`src/rtl/wb_pkg.sv`:
```
// Shared definitions for the writeback skid stage: widths, mux select codes,
// the packed result entry carried through the stage, and occupancy states.
package wb_pkg;

  localparam int WIDTH   = 16;
  localparam int RADDR_W = 3;

  typedef enum logic [1:0] {
    SEL_ALU = 2'b00,
    SEL_MEM = 2'b01,
    SEL_PC2 = 2'b10,
    SEL_IMM = 2'b11
  } sel_e;

  typedef struct packed {
    logic [WIDTH-1:0]   a0;
    logic [WIDTH-1:0]   a1;
    logic [WIDTH-1:0]   a2;
    logic [WIDTH-1:0]   a3;
    logic [1:0]         sel;
    logic [RADDR_W-1:0] rd;
    logic               we;
  } wb_entry_t;

  typedef enum logic [1:0] {
    OCC_EMPTY = 2'd0,
    OCC_ONE   = 2'd1,
    OCC_FULL  = 2'd2
  } occ_e;

endpackage

```
`src/rtl/wb_entry_reg.sv`:
```
// Entry-wide register with load enable and synchronous clear; clear wins over load.
module wb_entry_reg
  import wb_pkg::*;
(
  input  logic      clk,
  input  logic      rst_n,
  input  logic      clr,
  input  logic      load,
  input  wb_entry_t d,
  output wb_entry_t q
);

  // NOTE: sequential state is written with <= so every register samples its
  // inputs from before the edge, independent of process ordering.
  // NOTE: the data fields are reset too, because the mux and register file see
  // them directly and must read zero out of reset and after a flush.
  always_ff @(posedge clk) begin
    if (!rst_n || clr) begin
      q <= '0;
    end else if (load) begin
      q <= d;
    end
  end

endmodule

```
`src/rtl/wb_skid_stage.sv`:
```
// Writeback pipeline stage: MAIN drives the mux/register file, SKID absorbs one
// extra entry on a stall so in_ready can be a pure function of registered state.
module wb_skid_stage
  import wb_pkg::*;
(
  input  logic               clk,
  input  logic               rst_n,
  input  logic               flush,
  input  logic               in_valid,
  output logic               in_ready,
  input  logic [WIDTH-1:0]   in_a0,
  input  logic [WIDTH-1:0]   in_a1,
  input  logic [WIDTH-1:0]   in_a2,
  input  logic [WIDTH-1:0]   in_a3,
  input  logic [1:0]         in_sel,
  input  logic [RADDR_W-1:0] in_rd,
  input  logic               in_we,
  output logic               out_valid,
  input  logic               out_ready,
  output logic [WIDTH-1:0]   A0,
  output logic [WIDTH-1:0]   A1,
  output logic [WIDTH-1:0]   A2,
  output logic [WIDTH-1:0]   A3,
  output logic [1:0]         S,
  output logic [RADDR_W-1:0] out_rd,
  output logic               out_we
);

  occ_e      state_q, state_d;
  wb_entry_t in_entry, main_d, main_q, skid_q;
  logic      accept, pop;
  logic      main_load, main_clr, skid_load, skid_clr;

  assign in_entry = '{a0: in_a0, a1: in_a1, a2: in_a2, a3: in_a3,
                      sel: in_sel, rd: in_rd, we: in_we};

  // in_ready depends only on the state register, never on out_ready.
  assign in_ready  = (state_q != OCC_FULL);
  assign out_valid = (state_q != OCC_EMPTY);
  assign accept    = in_valid && in_ready;
  assign pop       = out_valid && out_ready;

  always_ff @(posedge clk) begin
    if (!rst_n) begin
      state_q <= OCC_EMPTY;
    end else begin
      state_q <= state_d;
    end
  end

  // NOTE: every signal assigned in always_comb gets a default first, so no
  // path through the case leaves it unassigned and no latch is inferred.
  always_comb begin
    state_d = state_q;
    if (flush) begin
      state_d = OCC_EMPTY;
    end else begin
      unique case (state_q)
        OCC_EMPTY: if (accept) state_d = OCC_ONE;
        OCC_ONE: begin
          if (accept && !pop)      state_d = OCC_FULL;
          else if (!accept && pop) state_d = OCC_EMPTY;
        end
        OCC_FULL:  if (pop) state_d = OCC_ONE;
        default:   state_d = OCC_EMPTY;
      endcase
    end
  end

  always_comb begin
    main_load = 1'b0;
    main_clr  = flush;
    skid_load = 1'b0;
    skid_clr  = flush;
    main_d    = in_entry;
    if (!flush) begin
      unique case (state_q)
        OCC_EMPTY: main_load = accept;
        OCC_ONE: begin
          main_load = pop && accept;
          main_clr  = pop && !accept;
          skid_load = accept && !pop;
        end
        OCC_FULL: begin
          // On a pop the held SKID entry moves up and SKID is emptied.
          main_d    = skid_q;
          main_load = pop;
          skid_clr  = pop;
        end
        default: begin
          main_clr = 1'b1;
          skid_clr = 1'b1;
        end
      endcase
    end
  end

  wb_entry_reg u_main (
    .clk   (clk),
    .rst_n (rst_n),
    .clr   (main_clr),
    .load  (main_load),
    .d     (main_d),
    .q     (main_q)
  );

  wb_entry_reg u_skid (
    .clk   (clk),
    .rst_n (rst_n),
    .clr   (skid_clr),
    .load  (skid_load),
    .d     (in_entry),
    .q     (skid_q)
  );

  assign A0     = main_q.a0;
  assign A1     = main_q.a1;
  assign A2     = main_q.a2;
  assign A3     = main_q.a3;
  assign S      = main_q.sel;
  assign out_rd = main_q.rd;
  assign out_we = out_valid && main_q.we;

endmodule

```
`config.mk`:
```
export PLATFORM = sky130hd
export DESIGN_NAME = wb_skid_stage
export DESIGN_NICKNAME = d
export VERILOG_FILES = /design/src/rtl/wb_pkg.sv /design/src/rtl/wb_entry_reg.sv /design/src/rtl/wb_skid_stage.sv
export SDC_FILE = /design/constraint.sdc
export NUM_CORES = 1
export LEC_CHECK = 0
export CAP_MARGIN = 5
export CORE_ASPECT_RATIO = 1.25
export CORE_MARGIN = 1
export CORE_UTILIZATION = 63
export DETAILED_ROUTE_END_ITERATION = 16
export DONT_BUFFER_PORTS = 1
export PLACE_DENSITY = 0.81
export SLEW_MARGIN = 20
export SYNTH_ARGS = -nofsm -noshare
export SYNTH_HDL_FRONTEND = slang
export SYNTH_SLANG_ARGS = --single-unit
```
`constraint.sdc`:
```
create_clock -name clk -period 2.2 [get_ports clk]
set_clock_uncertainty 0.1 [all_clocks]
set_input_delay 0.44 -clock clk [delete_from_list [all_inputs] [get_ports clk]]
set_output_delay 0.44 -clock clk [all_outputs]
set_load 0.05 [all_outputs]
```
==> flow_summary.json <==
{
  "outcome": "completed",
  "max_freq_mhz": 481,
  "worstSetupStartpointType": "register",
  "reg2reg_depth": 4,
  "clk_latency_ns": 0.42,
  "layout_min_cycle_time_ns": 2.08,
  "cap_violations": 0,
  "fp.dieH_um": 116,
  "cts.clk_slew.worst_paths_ns": 0.06,
  "min_path_type": "input pin to register",
  "die_w_um": 92.9,
  "wl_per_cell_um": 17.5,
  "dieArea_mm2": 0.0108,
  "io_pins": 147,
  "numCtsBuffers": 17,
  "total_power_uw": 6160,
  "r2r_end": "state_q[1]",
  "crit_arrival_ns": 1.54,
  "overflow": 0,
  "switching_share_pct": 25.8,
  "vias": 4391,
  "p_per_area_mw_per_mm2": 918,
  "syn2layout_area_growth_pct": 2.96,
  "drive_above_1_share_pct": 19.5,
  "grt_max_degree": 71,
  "grt_first_pass_wirelength_um": 21100,
  "antenna_left": 0,
  "rsz0062_at_grt": "false",
  "worstSetupStartpoint": "state_q[1]",
  "r2r_slack_ns": 0.16,
  "crit_end": "out_we",
  "setup_tns_ns": 0,
  "clkSinkCount": 142,
  "diodes": 0,
  "multi_input_area_mm2": 0.00290,
  "end_kind": "output port",
  "tightest_slew_ns": 0.556,
  "ys_seq_area_share_pct": 43.7,
  "drtPass1Iterations": 4,
  "post_cts_buffers": 0,
  "ys_top_cells_by_area": "dfxtp_1, a211oi_2, mux2i_1, nand2_1, buf_4",
  "core_mm2": 0.0101,
  "p_clk_share_pct": 46.3,
  "cts_root_buffer": "clkbuf_16",
  "seq_area_mm2": 0.00284,
  "grt_pass1_vias": 4401,
  "switchingPower_uw": 1590,
  "cp.required_ns": 1.66,
  "crit_type": "register to output port",
  "post-dp-hpwl_um": 8350,
  "cts_tree": "built",
  "fin_crit_sh_pct": 94.5,
  "setup_violations": 0,
  "synth_top_area_share_pct": 43.7,
  "vdd_drop_max_mv": 0.491,
  "num_rows": 41,
  "netlist_area_mm2": 0.00651,
  "synth_top_area_cell": "dfxtp_1",
  "pwr-share-seq_pct": 47.5,
  "hold_depth": 2,
  "antenna_found_initial": 0,
  "finalNetCount": 699,
  "syn_avg_cell_area_um2": 9.16,
  "initial_core_util_pct": 64.8,
  "drcViolationCount": 0,
  "ys_types": 24,
  "netlist_instances": 711,
  "intPower_uw": 4570,
  "place_congestion": 0.764,
  "vias_per_cell": 5.74,
  "drt_first_iter_violations": 175,
  "cts_htree_levels": 4,
  "finalWirelength_um": 13400,
  "grt_usage_pct": 25.5,
  "fill_cells": 812,
  "final_cell_mix": "nand2_1, dfxtp_1, nor2_1, a21oi_1",
  "combPwrFrac_pct": 6.3,
  "crit_fanout": 9,
  "synthesis.nets": 786,
  "port_buffers": 0,
  "power.leakage_uw": 0.00211,
  "finalHoldViolations": 0,
  "yosys_warnings": 0,
  "ys_ff_latch": 142,
  "cts_buffer_depth": 2,
  "r2r_start": "state_q[1]",
  "max-slew-margin-rel_pct": 62.9,
  "slew_viol_final": 0
}
## through the flow
| step | cell area [um^2] | std cells | hold WS, ns | worst slack (ns) | utilization, % |
|---|---|---|---|---|---|
| after global placement | 6090 | 732 | 0.341 | 0.416 | 60.6 |
| after CTS | 6710 | 765 | 0.0400 | 0.122 | 66.7 |
| final | 6710 | 765 | 0.0531 | 0.121 | 66.7 |
| after floorplan | 6510 | 711 | 0.336 | 0.302 | - |
| after detailed placement | 6090 | 732 | 0.347 | 0.370 | 60.6 |
| after global routing | 6710 | 765 | 0.0393 | 0.0455 | 66.7 |
## worst min path at each step
stage,start,endpoint
global route,in_a0[5],u_skid.q[59]
floorplan,u_skid.q[0],u_skid.q[0]
global placement,u_skid.q[56],u_skid.q[56]
detailed placement,u_skid.q[33],u_skid.q[33]
CTS,in_a2[11],u_skid.q[33]
finish,in_rd[0],u_skid.q[1]
## state kept, by name, summed over array words and instances, names as in the netlist
signal	flops
state_q	2
u_main.q	70
u_skid.q	70
## routing by layer
layer,track usage [%],up-vias,part of all wire [%]
met5,0,-,0
met3,9.84,25,7.8
met4,9.95,0,1.7
met1,26.6,2081,39
met2,45.9,133,52
li1,-,2152,-
## power groups by stage
stage	clock network [uW]	registers, uW	logic [uW]
2_1_floorplan	0	2730	649
3_3_place_gp	0	2980	368
3_5_place_dp	0	2980	385
4_1_cts	2880	2920	391
5_1_grt	3000	2930	423
6_report	2850	2920	387
## Yosys cell counts, drive strengths merged
| library cell | number |
|---|---|
| a2111oi | 1 |
| a211oi | 70 |
| a21oi | 71 |
| a22o | 1 |
| and2 | 2 |
| buf | 91 |
| clkbuf | 32 |
| dfxtp | 142 |
| inv | 1 |
| mux2i | 70 |
| nand2 | 144 |
| nand2b | 3 |
| nor2 | 72 |
| nor2b | 4 |
| nor3 | 1 |
| o21a | 1 |
| o21ai | 2 |
| o22ai | 1 |
| or2 | 1 |
| or3 | 1 |
## timing repair
item	in CTS	in global routing
hold buffers	2	0
hold endpoints to repair	1	0
resized for setup	1	0
setup endpoints to repair	1	0
## kinds of logic (layout without fill, tap and decap cells)
family,after synthesis,after routing,share of synthesized area [%]
flops,142,142,43.7
buf+inv,124,49,12.3
mux,70,70,10.8
compound gates,147,147,19.5
simple gates,228,228,13.7
## critical path: stages (launching register included)
cell,delay (ns)
dfxtp_1,0.38
or2_4,0.37
and2_1,0.18
buf_4,0.19
## final cells by class
class                      count  share of cell area [%]
multi-input combinational    445                    43.3
sequential                   142                    42.4
clock buffer                  19                    6.61
timing repair buffer          17                    3.10
tap                          129                    2.41
clock inverter                12                    2.16
inverter                       1                  0.0560
No activity file was read; power rests on OpenSTA's default activity.
